`config.mk`:
```
export PLATFORM = sky130hd
export DESIGN_NAME = jtgng_rom_arb
export DESIGN_NICKNAME = d
export VERILOG_FILES = /design/src/rtl/jtgng_rom_arb.sv
export SDC_FILE = /design/constraint.sdc
export NUM_CORES = 1
export LEC_CHECK = 0
export CAP_MARGIN = 20
export CORE_ASPECT_RATIO = 1.4
export CORE_MARGIN = 2
export CORE_UTILIZATION = 44
export DETAILED_ROUTE_END_ITERATION = 7
export PLACE_DENSITY_LB_ADDON = 0.05
export SLEW_MARGIN = 25
export SYNTH_ARGS = -nofsm -noshare
export SYNTH_HDL_FRONTEND = slang
export SYNTH_SLANG_ARGS = --single-unit
```
`constraint.sdc`:
```
create_clock -name clk -period 3 [get_ports clk]
set_input_delay 0.6 -clock clk [delete_from_list [all_inputs] [get_ports clk]]
set_output_delay 0.6 -clock clk [all_outputs]
set_load 0.02 [all_outputs]
```
`src/rtl/jtgng_rom_arb.sv`:
```
// jtgng_rom_arb
//
// Four-slot ROM read arbiter sitting in front of an SDRAM controller.
// Each slot owns a one-word cache entry (address, data, valid). A slot whose
// request hits its entry is answered combinationally. Misses are served one at
// a time by a round-robin grant and a single outstanding SDRAM read.
//
// Ports
//   clk, rst            : clock, synchronous active-high reset
//   downloading         : ROM download in progress; fetches aborted, caches flushed
//   slotN_cs/addr       : slot N request (level) and word address, N = 0..3
//   slotN_ok/dout       : slot N data valid for current address, cached data
//   sdram_req/addr      : read request and address to the SDRAM controller
//   sdram_ack           : controller accepted the request (pulse)
//   data_rdy/data_read  : read data strobe and data from the controller
//
// state    | meaning
// ---------+---------------------------------------------------------------
// IDLE     | no fetch outstanding; grant the next pending slot, if any
// WAIT_ACK | sdram_req held with the latched address until the controller acks
// WAIT_RDY | request accepted; waiting for read data to fill the granted slot

module jtgng_rom_arb #(
   parameter int AW = 22,
   parameter int DW = 32
) (
   input  logic          clk,
   input  logic          rst,
   input  logic          downloading,

   input  logic          slot0_cs,
   input  logic          slot1_cs,
   input  logic          slot2_cs,
   input  logic          slot3_cs,
   input  logic [AW-1:0] slot0_addr,
   input  logic [AW-1:0] slot1_addr,
   input  logic [AW-1:0] slot2_addr,
   input  logic [AW-1:0] slot3_addr,
   output logic          slot0_ok,
   output logic          slot1_ok,
   output logic          slot2_ok,
   output logic          slot3_ok,
   output logic [DW-1:0] slot0_dout,
   output logic [DW-1:0] slot1_dout,
   output logic [DW-1:0] slot2_dout,
   output logic [DW-1:0] slot3_dout,

   output logic          sdram_req,
   output logic [AW-1:0] sdram_addr,
   input  logic          sdram_ack,
   input  logic          data_rdy,
   input  logic [DW-1:0] data_read
);

   typedef enum logic [1:0] {
      IDLE     = 2'd0,
      WAIT_ACK = 2'd1,
      WAIT_RDY = 2'd2
   } state_t;

   state_t        state, state_nxt;

   logic [AW-1:0] cache_addr [4];
   logic [DW-1:0] cache_data [4];
   logic [3:0]    valid;

   logic [1:0]    last_grant, last_grant_nxt;
   logic [1:0]    grant, grant_nxt;
   logic          sdram_req_nxt;
   logic [AW-1:0] sdram_addr_nxt;
   logic          capture;

   logic [3:0]    cs;
   logic [AW-1:0] addr [4];
   logic [3:0]    ok;
   logic [3:0]    pending;
   logic          found;
   logic [1:0]    pick;

   assign cs      = {slot3_cs, slot2_cs, slot1_cs, slot0_cs};
   assign addr[0] = slot0_addr;
   assign addr[1] = slot1_addr;
   assign addr[2] = slot2_addr;
   assign addr[3] = slot3_addr;

   // Hit detection uses the full address; no partial matching.
   always_comb begin
      ok = '0;
      for (int i = 0; i < 4; i++) begin
         ok[i] = cs[i] & valid[i] & (addr[i] == cache_addr[i]);
      end
   end

   assign pending = cs & ~ok;

   assign slot0_ok   = ok[0];
   assign slot1_ok   = ok[1];
   assign slot2_ok   = ok[2];
   assign slot3_ok   = ok[3];
   assign slot0_dout = cache_data[0];
   assign slot1_dout = cache_data[1];
   assign slot2_dout = cache_data[2];
   assign slot3_dout = cache_data[3];

   // Round-robin search starting one past the last grant; k = 4 wraps back to
   // the last granted slot so it is considered only after the other three.
   always_comb begin
      found = 1'b0;
      pick  = last_grant + 2'd1;
      for (int k = 1; k <= 4; k++) begin
         if (!found && pending[last_grant + 2'(k)]) begin
            found = 1'b1;
            pick  = last_grant + 2'(k);
         end
      end
   end

   always_comb begin
      state_nxt      = state;
      grant_nxt      = grant;
      last_grant_nxt = last_grant;
      sdram_req_nxt  = sdram_req;
      sdram_addr_nxt = sdram_addr;
      capture        = 1'b0;

      case (state)
         IDLE: begin
            if (found) begin
               grant_nxt      = pick;
               last_grant_nxt = pick;
               sdram_addr_nxt = addr[pick];
               sdram_req_nxt  = 1'b1;
               state_nxt      = WAIT_ACK;
            end
         end
         WAIT_ACK: begin
            if (sdram_ack) begin
               sdram_req_nxt = 1'b0;
               if (data_rdy) begin
                  capture   = 1'b1;
                  state_nxt = IDLE;
               end else begin
                  state_nxt = WAIT_RDY;
               end
            end
         end
         WAIT_RDY: begin
            if (data_rdy) begin
               capture   = 1'b1;
               state_nxt = IDLE;
            end
         end
         default: begin
            state_nxt     = IDLE;
            sdram_req_nxt = 1'b0;
         end
      endcase

      // Download overrides everything: abort without capture, no new grants.
      if (downloading) begin
         state_nxt      = IDLE;
         sdram_req_nxt  = 1'b0;
         capture        = 1'b0;
         grant_nxt      = grant;
         last_grant_nxt = last_grant;
         sdram_addr_nxt = sdram_addr;
      end
   end

   always_ff @(posedge clk) begin
      if (rst) begin
         state      <= IDLE;
         grant      <= 2'd0;
         last_grant <= 2'd3;
         sdram_req  <= 1'b0;
         sdram_addr <= '0;
         valid      <= '0;
         for (int i = 0; i < 4; i++) begin
            cache_addr[i] <= '0;
            cache_data[i] <= '0;
         end
      end else begin
         state      <= state_nxt;
         grant      <= grant_nxt;
         last_grant <= last_grant_nxt;
         sdram_req  <= sdram_req_nxt;
         sdram_addr <= sdram_addr_nxt;
         if (downloading) begin
            valid <= '0;
         end else if (capture) begin
            // sdram_addr still holds the address latched at grant time, so a
            // slot that moved on mid-fetch gets the data under the old address.
            valid[grant]      <= 1'b1;
            cache_addr[grant] <= sdram_addr;
            cache_data[grant] <= data_read;
         end
      end
   end

endmodule

```
# Yosys cells after proc, flatten, opt, wreduce, memory -nomap -nowiden
# Memory sizes are Yosys's and may differ from the RTL's.
# Cells that the tools add are included.
[op_classes]
add_sub_neg = 3
magnitude_cmp = 7
eq_ne = 9
n_mux = 44
bitwise_logic = 14
reduce_logical = 14
[op_table]
columns = ["operator", "n"]
rows = [
  ["== test 22 bit", 4],
  ["2-to-1 mux 22 bit", 3],
  ["binary-select mux 22 bit (select 2 bit)", 1],
  ["2-to-1 mux 32 bit", 1],
  ["OR reduction 32 bit", 1],
  ["2-to-1 mux 1 bit", 22],
  ["OR reduction 22 bit", 1],
  ["2-to-1 mux 2 bit", 9],
  ["< comparator 2 x 3 -> 1 bit, second input constant", 5],
  ["AND reduction 3 bit", 3],
  ["AND 1 bit", 8],
  ["binary-select mux 1 bit (select 2 bit)", 4],
  ["inequality test 2 bit, second input constant", 3],
  ["case mux 2 bit (3 select lines)", 1],
  ["adder 2 bit, second input constant", 2],
  ["AND 4 bit", 1],
  ["logical AND 1 bit", 4],
  ["inverter 4 bit", 1],
  ["bitwise OR 4 bit", 1],
  ["greater-or-equal comparator 3 bit, second input constant", 1],
  ["zero test 1 bit", 3],
  ["inverter 2 -> 3 bit", 1],
  ["case mux 1 bit (3 select lines)", 1],
  ["adder 2 x 1 -> 2 bit, second input constant", 1],
  ["8 further kinds", 9],
]
[totals]
register_bits = 33
ram_bits = 216
output_inout_bits = 155
wordCells = 99
memories = 2
[mem_list]
columns = ["name", "words", "word_bits", "rd", "rd_ports_with_merged_regs", "wr", "line_no", "rtl"]
rows = [
  ["cache_data", 4, 32, 4, 0, 4, "64", "logic [DW-1:0] cache_data [4];"],
  ["cache_addr", 4, 22, 4, 0, 4, "63", "logic [AW-1:0] cache_addr [4];"],
]

# Longest topological paths before layout
# Gate-level depths: netlist of the first run.
[depth]
ltp_word = 20
ltp_mapped = 10
ltp_nobuf = 8

# Least setup slack after synthesis of the first run
# Ideal clock, no wire load.
[synth_timing]
path_kind = "input to register"
from = "input port downloading"
to = "memory cache_addr[2][0], enable pin"
setup_ps = 421
arrival_time_ps = 2875
t_required_ps = 2579
slack_ps = -296
path_stages = 4
cell_sequence = "clkbuf_1 -> nor3_1 -> nand3b_1 -> nand2b_1"
[synth_rtl]
columns = ["item", "line_no", "rtl"]
rows = [
  ["start, declared", "29", "input logic downloading,"],
  ["end, declared", "63", ""],
]

# Worst setup path after layout of the first run
[layout_timing]
from = "input port slot1_addr[20]"
to = "output port slot1_ok"
[layout_via]
elab_chain_len = 2
[layout_lines]
columns = ["item", "line_no", "rtl"]
rows = [
  ["start, declared", "36", "input logic [AW-1:0] slot1_addr,"],
  ["== test 22 bit", "90", "ok[i] = cs[i] & valid[i] & (addr[i] == cache_addr[i]);"],
  ["AND 1 bit", "90", ""],
  ["end, declared", "40", "output logic slot1_ok,"],
]
# No other way between the ends.

==> results of run 1 <==
## cell usage in the layout, fill, tap and decap left out, types with 5 or more instances in the layout
cell,count
mux2i_2,6
and2_1,41
clkinv_2,7
clkbuf_1,6
clkbuf_16,26
o221ai_2,20
and3_1,45
a21oi_1,7
dfxtp_1,33
mux2i_1,32
xor2_1,61
nand4_1,8
inv_1,39
nor4_1,9
dlymetal6s2s_1,17
xnor2_1,25
buf_12,9
buf_4,57
mux2i_4,7
nand3b_1,23
nand2_1,42
nor2_1,104
nor4_2,10
o221ai_1,5
nor3_1,6
edfxtp_1,216
clkdlybuf4s50_1,262
## worst min-delay path by stage
stage | cells after the start | to | slack, ps | from
floorplan | 2 | valid[2] | 440 | valid[2]
global placement | 2 | valid[2] | 500 | valid[2]
detailed placement | 2 | valid[2] | 500 | valid[2]
CTS | 2 | valid[2] | 510 | valid[2]
global route | 3 | sdram_addr[13] | 510 | slot3_addr[13]
finish | 3 | sdram_addr[13] | 480 | slot3_addr[13]
## sequential cells by signal (all words and copies together) (netlist names)
name / flops
grant: 2
valid: 4
last_grant: 2
cache_data: 128
sdram_req: 1
state: 2
sdram_addr: 22
cache_addr: 88
## final cells by class
type                    instances  area [µm²]
clock buffers                  33         676
repair buffers                350        3490
multi-input cells             497        3630
inverters                      39         146
well taps                     315         394
flip-flops and latches        249        7150
fillers                      1917        8880
clock inverters                11         129
## what timing repair did
| item | CTS | global route |
|---|---|---|
| resized for setup | 19 | 51 |
| endpoints found under the setup margin | 18 | 23 |
| gates cloned | 0 | 1 |
| buffers inserted | 0 | 4 |
| hold endpoints to repair | 0 | 0 |
| pin swaps | 1 | 15 |
## power groups by stage
stage	registers [µW]	clock network, µW	logic [µW]
floorplan	4180	0	435
global route	4020	3310	1360
CTS	4000	3180	1250
global placement	4070	0	1240
finish	4000	3130	1300
detailed placement	4070	0	1240
## stage by stage
step / cell area [µm²] / setup WS, ps / TNS, ps
after global routing: 15600 / -43.0 / -153
after global placement: 14500 / -696 / -17750
after CTS: 15400 / 0.798 / 0
final: 15600 / 52.9 / 0
after floorplan: 10900 / 127 / 0
after detailed placement: 14500 / -617 / -15690
## cells by family after synthesis
family                     synth area share, %
buffers and inverters                     3.36
adders and majority gates                0.343
xor gates and xnor gates                  7.13
and+or+nand+nor                           14.3
muxes                                     4.12
AOI/OAI and AO/OA                         5.33
DFF                                       65.4
## worst reg2reg max path: cells and delay by family, from the launching register on
family / cells / cell delay [ps]
AOI/OAI and AO/OA: 4 / 880
xor gates and xnor gates: 1 / 200
buffers and inverters: 3 / 530
DFF: 1 / 420
muxes: 1 / 230
and+or+nand+nor: 2 / 500
## per-layer routing
metal  part of all wire (%)  up-vias
met1                     37     3763
met5                      0        -
met2                     51      307
met4                    4.2        0
li1                       -     3632
met3                    7.8       63
==> results.ini, run 1 <==
[route]
detail_route.vias_per_cell = 5.20
ant_nets = 0
wl_per_cell_um = 22.6
wl_um = 33700
vias = 7765
drc = 0
first_pass_iters = 5
drt_iter0_drc = 454

[timing]
max-slew-margin-rel_pct = 41.5
finalHoldViolations = 0
finalSetupViolCount = 0
period_needed_ps = 2950
fmax_mhz = 339
worst_slew_pin_slew_ps = 878
rsz0062_at_grt = yes
finalCritPeriodShare_pct = 98.2
holdWs_ps = 478
clock_skew_ps = 15.8
drv_slew = 0

[logic_synthesis]
yosysWarnings = 0
syn_nets = 960
synth_common_cells = 216 x edfxtp_1, 104 x nor2_1, 64 x xor2_1, 45 x and3_1, 45 x mux2i_1
synth_edf_count = 216
ys_seq_area_share_pct = 65.4
netlist_top_cells_area = edfxtp_1 59%, dfxtp_1 6.0%, xor2_1 5.1%
synth_flop_cell = edfxtp_1
synth_cell_type_count = 46
async_reset_ff_share_pct = 0
synthCells = 828
yosys.area.top_type_share_pct = 59.3
synth_most_common_cell = edfxtp_1
synth_area_um2 = 10900
synth_top_cell_by_area = edfxtp_1
synth.avg_cell_area_um2 = 13.2
ys_ff_latch = 249

[clock_network]
htreeDepth = 1
clkSinkCount = 249
hold_buffers = 0
cts_tree = yes
clk_pin_slew_ps = 70
clockRootBuffer = clkbuf_16
clk_latency_ps = 520
cts_made_buffers = 24
clockBufferDepth = 3

[final_layout]
drive_above_1_share_pct = 14.2
synthToLayoutAreaGrowth_pct = 42.9
postLayoutCoreUtil_pct = 63.7
num_antenna_cells = 0
nets = 1293
final_cells = 1494

[setup_path]
rrSetupSlack_ps = 120
critPathLaunchType = input port
worstReg2RegEnd = sdram_addr[7]
worstSetupStartpoint = slot1_addr[20]
cp.depth = 7
critPathSlowestCell = clkdlybuf4s50_1
crit_chain = clkdlybuf4s50_1 > xor2_1 > nor4_2 > buf_4 > nand4_1 > nor3_2 > clkdlybuf4s15_2
crit_family = buffers and inverters
cpPeakStageDelay_ps = 440
end_kind = output port
critPathMaxFanout = 3
crit_path_end = slot1_ok
path_buf_inv = 3
required_ps = 2400
cp.arrival_ps = 2350
critPathKind = in2out
r2r_start = cache_addr[1][12]
reg2reg_depth = 11

[power_and_ir_drop]
pwr-share-seq_pct = 47.4
power_uw = 8430
powerDensity_nw_per_um2 = 540
p_int_uw = 6340
swShare_pct = 24.8
p_comb_share_pct = 15.4
vdd_drop_max_v = 0.000518
p_leak_uw = 0.00634
switchingPower_uw = 2090
power.share.clock_pct = 37.1

[placed_design]
numPortBuffers = 283
place_inst = 1445
gp_congestion = 0.865
hpwl_um = 23100

[floorplanning]
die_h_um = 191
dieArea_um2 = 26100
start_util_pct = 44.6
rows = 68
coreArea_um2 = 24500
die_x_um = 137
io_pins = 284

[grt]
antenna_found_initial = 0
grt_busiest_layer = met2
grt_max_degree = 39
grt_usage_pct = 25.7
use_met2_pct = 44.3
grt_use_met1_pct = 29.5
grt_pass1_vias = 8127
grt_pass1_wl_um = 48800
met3_usage_pct = 6.65
grt_overflow_total = 0

[status]
status = finished, final reports clean

[worst_hold_path]
hp-class = in2reg

[run]
cap_violations = 0

(Power assumes the default switching activity.)
==> run 2, diff against run 1 <==
--- a/config.mk
+++ b/config.mk
@@ -8,7 +8,7 @@
 export CAP_MARGIN = 20
 export CORE_ASPECT_RATIO = 1.4
 export CORE_MARGIN = 2
-export CORE_UTILIZATION = 44
+export CORE_UTILIZATION = 25
 export DETAILED_ROUTE_END_ITERATION = 7
 export PLACE_DENSITY_LB_ADDON = 0.05
 export SLEW_MARGIN = 25
==> results.ini, run 2 (synthesis results as in run 1) <==
[final_layout]
largest_register_ffs = 128  ; unchanged
drive_above_1_share_pct = 17.8  ; was 14.2%
ff_latch_area_um2 = 7150  ; unchanged
synthToLayoutAreaGrowth_pct = 51.0  ; was 42.9%
top_regs = cache_data: 128 flops, cache_addr: 88 flops, sdram_addr: 22 flops  ; unchanged
nFillCells = 4209  ; was 1917
num_antenna_cells = 0  ; unchanged
final_area_um2 = 16500  ; was 15600 µm²
final_common_cell = clkdlybuf4s50_1  ; unchanged
multi_input_area_um2 = 3820  ; was 3630 µm²
nets = 1333  ; was 1293
top_register = cache_data  ; unchanged
final_cell_mix = 253 x clkdlybuf4s50_1, 216 x edfxtp_1, 101 x nor2_1, 85 x buf_4, 57 x xor2_1  ; was 262 x clkdlybuf4s50_1, 216 x edfxtp_1, 104 x nor2_1, 61 x xor2_1, 57 x buf_4

[worst_hold_path]
hp-class = in2reg  ; unchanged

[floorplanning]
dieArea_um2 = 45400  ; was 26100 µm²
die_x_um = 181  ; was 137 µm
rows = 90  ; was 68
coreArea_um2 = 43100  ; was 24500 µm²
io_pins = 284  ; unchanged
die_h_um = 251  ; was 191 µm
start_util_pct = 25.3  ; was 44.6%

[timing]
finalHoldViolations = 0  ; unchanged
finalCritPeriodShare_pct = 103  ; was 98.2%
finalWorstSetupSlack_ps = -100  ; was 52.9 ps
fmax_mhz = 323  ; was 339 MHz
finalSetupViolCount = 22  ; was 0
finalSetupTns_ps = -1790  ; was 0 ps
rsz0062_at_grt = yes  ; unchanged
period_needed_ps = 3100  ; was 2950 ps
worst_slew_pin_slew_ps = 593  ; was 878 ps
clock_skew_ps = 13.5  ; was 15.8 ps
max-slew-margin-rel_pct = 60.4  ; was 41.5%
drv_slew = 0  ; unchanged

[clock_network]
clockRootBuffer = clkbuf_16  ; unchanged
hold_buffers = 0  ; unchanged
htreeDepth = 1  ; unchanged
clk_pin_slew_ps = 70  ; about the same
clk_latency_ps = 550  ; was 520 ps
cts_tree = yes  ; unchanged
clockBufferDepth = 3  ; unchanged
clkSinkCount = 249  ; unchanged
cts_made_buffers = 27  ; was 24

[grt]
grt_overflow_total = 0  ; unchanged
grt_usage_pct = 18.3  ; was 25.7%
antenna_found_initial = 0  ; unchanged
grt_max_degree = 75  ; was 39
grt_pass1_wl_um = 60100  ; was 48800 µm
grt_pass1_vias = 8559  ; was 8127

[setup_path]
cp_common_cell = buf_4
r2r_start = cache_addr[3][13]  ; was cache_addr[1][12]
cp.depth = 13  ; was 7
end_kind = flip-flop  ; was output port
cp.arrival_ps = 3530  ; was 2350 ps
critPathSlowestCell = clkdlybuf4s50_1  ; unchanged
critPathKind = in2reg  ; was in2out
critPathMaxFanout = 6  ; was 3
required_ps = 3430  ; was 2400 ps
path_buf_inv = 5  ; was 3
rrSetupSlack_ps = -30  ; was 120 ps
crit_chain = clkdlybuf4s50_1 > xor2_1 > nor4_1 > nand4_1 > buf_4 > o41ai_4 > o221ai_1 > o211ai_1 > buf_4 > buf_6 > buf_12 > mux2i_4 > o221ai_2  ; was clkdlybuf4s50_1 > xor2_1 > nor4_2 > buf_4 > nand4_1 > nor3_2 > clkdlybuf4s15_2
reg2reg_depth = 12  ; was 11
crit_family = buffers and inverters  ; unchanged
worstSetupStartpoint = slot3_addr[1]  ; was slot1_addr[20]
critPathLaunchType = input port  ; unchanged
worstReg2RegEnd = sdram_addr[8]  ; was sdram_addr[7]
crit_path_end = sdram_addr[8]  ; was slot1_ok
cpPeakStageDelay_ps = 500  ; was 440 ps

[status]
failed_checks = negative setup slack
status = finished, violations left  ; was finished, final reports clean

[route]
vias = 7906  ; was 7765
wl_um = 42400  ; was 33700 µm
ant_nets = 0  ; unchanged
drc = 0  ; unchanged
detail_route.vias_per_cell = 4.46  ; was 5.20
drt_iter0_drc = 364  ; was 454
wl_per_cell_um = 23.9  ; was 22.6 µm
first_pass_iters = 4  ; was 5

[run]
cap_violations = 0  ; unchanged

[power_and_ir_drop]
vdd_drop_max_v = 0.000401  ; was 0.000518 V
powerDensity_nw_per_um2 = 525  ; was 540 nW/µm²
p_leak_uw = 0.00663  ; was 0.00634 µW

[placed_design]
hpwl_um = 28200  ; was 23100 µm
placed_area_um2 = 15100  ; was 14500 µm²
place_ws_ps = -776  ; was -617 ps
gp_congestion = 0.754  ; was 0.865
numPortBuffers = 283  ; unchanged

[run 2: worst register-to-register path, stage by stage (launching register included)]
cell and delay, ps:
edfxtp_1 410, xor2_2 210, nor4_4 300, nand4_1 180, buf_4 200, o41ai_4 450, o221ai_1 200, o211ai_1 110
buf_4 200, buf_6 140, buf_12 160, mux2i_4 240, o221ai_2 110
[run 2: power by group]
part / total (µW) / switching [µW] / internal (µW) / leakage [µW]
sequential: 4010 / 108 / 3900 / 0.00249
combinational: 1470 / 783 / 688 / 0.00374
clock: 3200 / 1430 / 1760 / 0.000396
total: 8670 / 2320 / 6350 / 0.00663
[run 2: timing repair]
action,CTS,global route
setup endpoints to repair,31,33
buffers inserted,9,1
hold endpoints to repair,0,0
pin swaps,14,19
gates cloned,4,1
resized for setup,52,61
[run 2: worst min-delay path by stage]
stage / startpoint / endpoint / slack (ps) / depth (start not counted)
5_1_grt: slot3_addr[17] / sdram_addr[17] / 460 / 3
3_5_place_dp: valid[2] / valid[2] / 490 / 2
2_1_floorplan: valid[2] / valid[2] / 440 / 2
3_3_place_gp: valid[2] / valid[2] / 490 / 2
6_report: slot3_addr[5] / sdram_addr[5] / 460 / 3
4_1_cts: valid[2] / valid[2] / 500 / 2
[run 2: final cells by class]
cell class	instances	area share (%)
flip-flops and latches	249	43.3
repair buffers	387	23.6
multi-input cells	497	23.2
clock buffers	37	4.38
well taps	552	4.18
inverters	39	0.887
clock inverters	12	0.478
[run 2: through the flow]
step | hold slack (ps) | std cells | power, µW | util [%]
CTS | 498 | 1772 | 8730 | 37.5
finish | 460 | 1773 | 8670 | 38.3
detailed placement | 487 | 1710 | 5410 | 35.0
global placement | 491 | 1710 | 5410 | 35.0
global route | 459 | 1773 | 9000 | 38.3
floorplan | 435 | 828 | 4610 | -
[run 2: routing by layer]
| metal | GRT usage [%] | routed length (µm) | vias to the layer above |
|---|---|---|---|
| met5 | 0 | 0 | - |
| met4 | 5.60 | 1220 | 0 |
| met3 | 5.47 | 3200 | 51 |
| met2 | 33.7 | 22100 | 269 |
| met1 | 20.0 | 15900 | 3882 |
| li1 | - | - | 3704 |
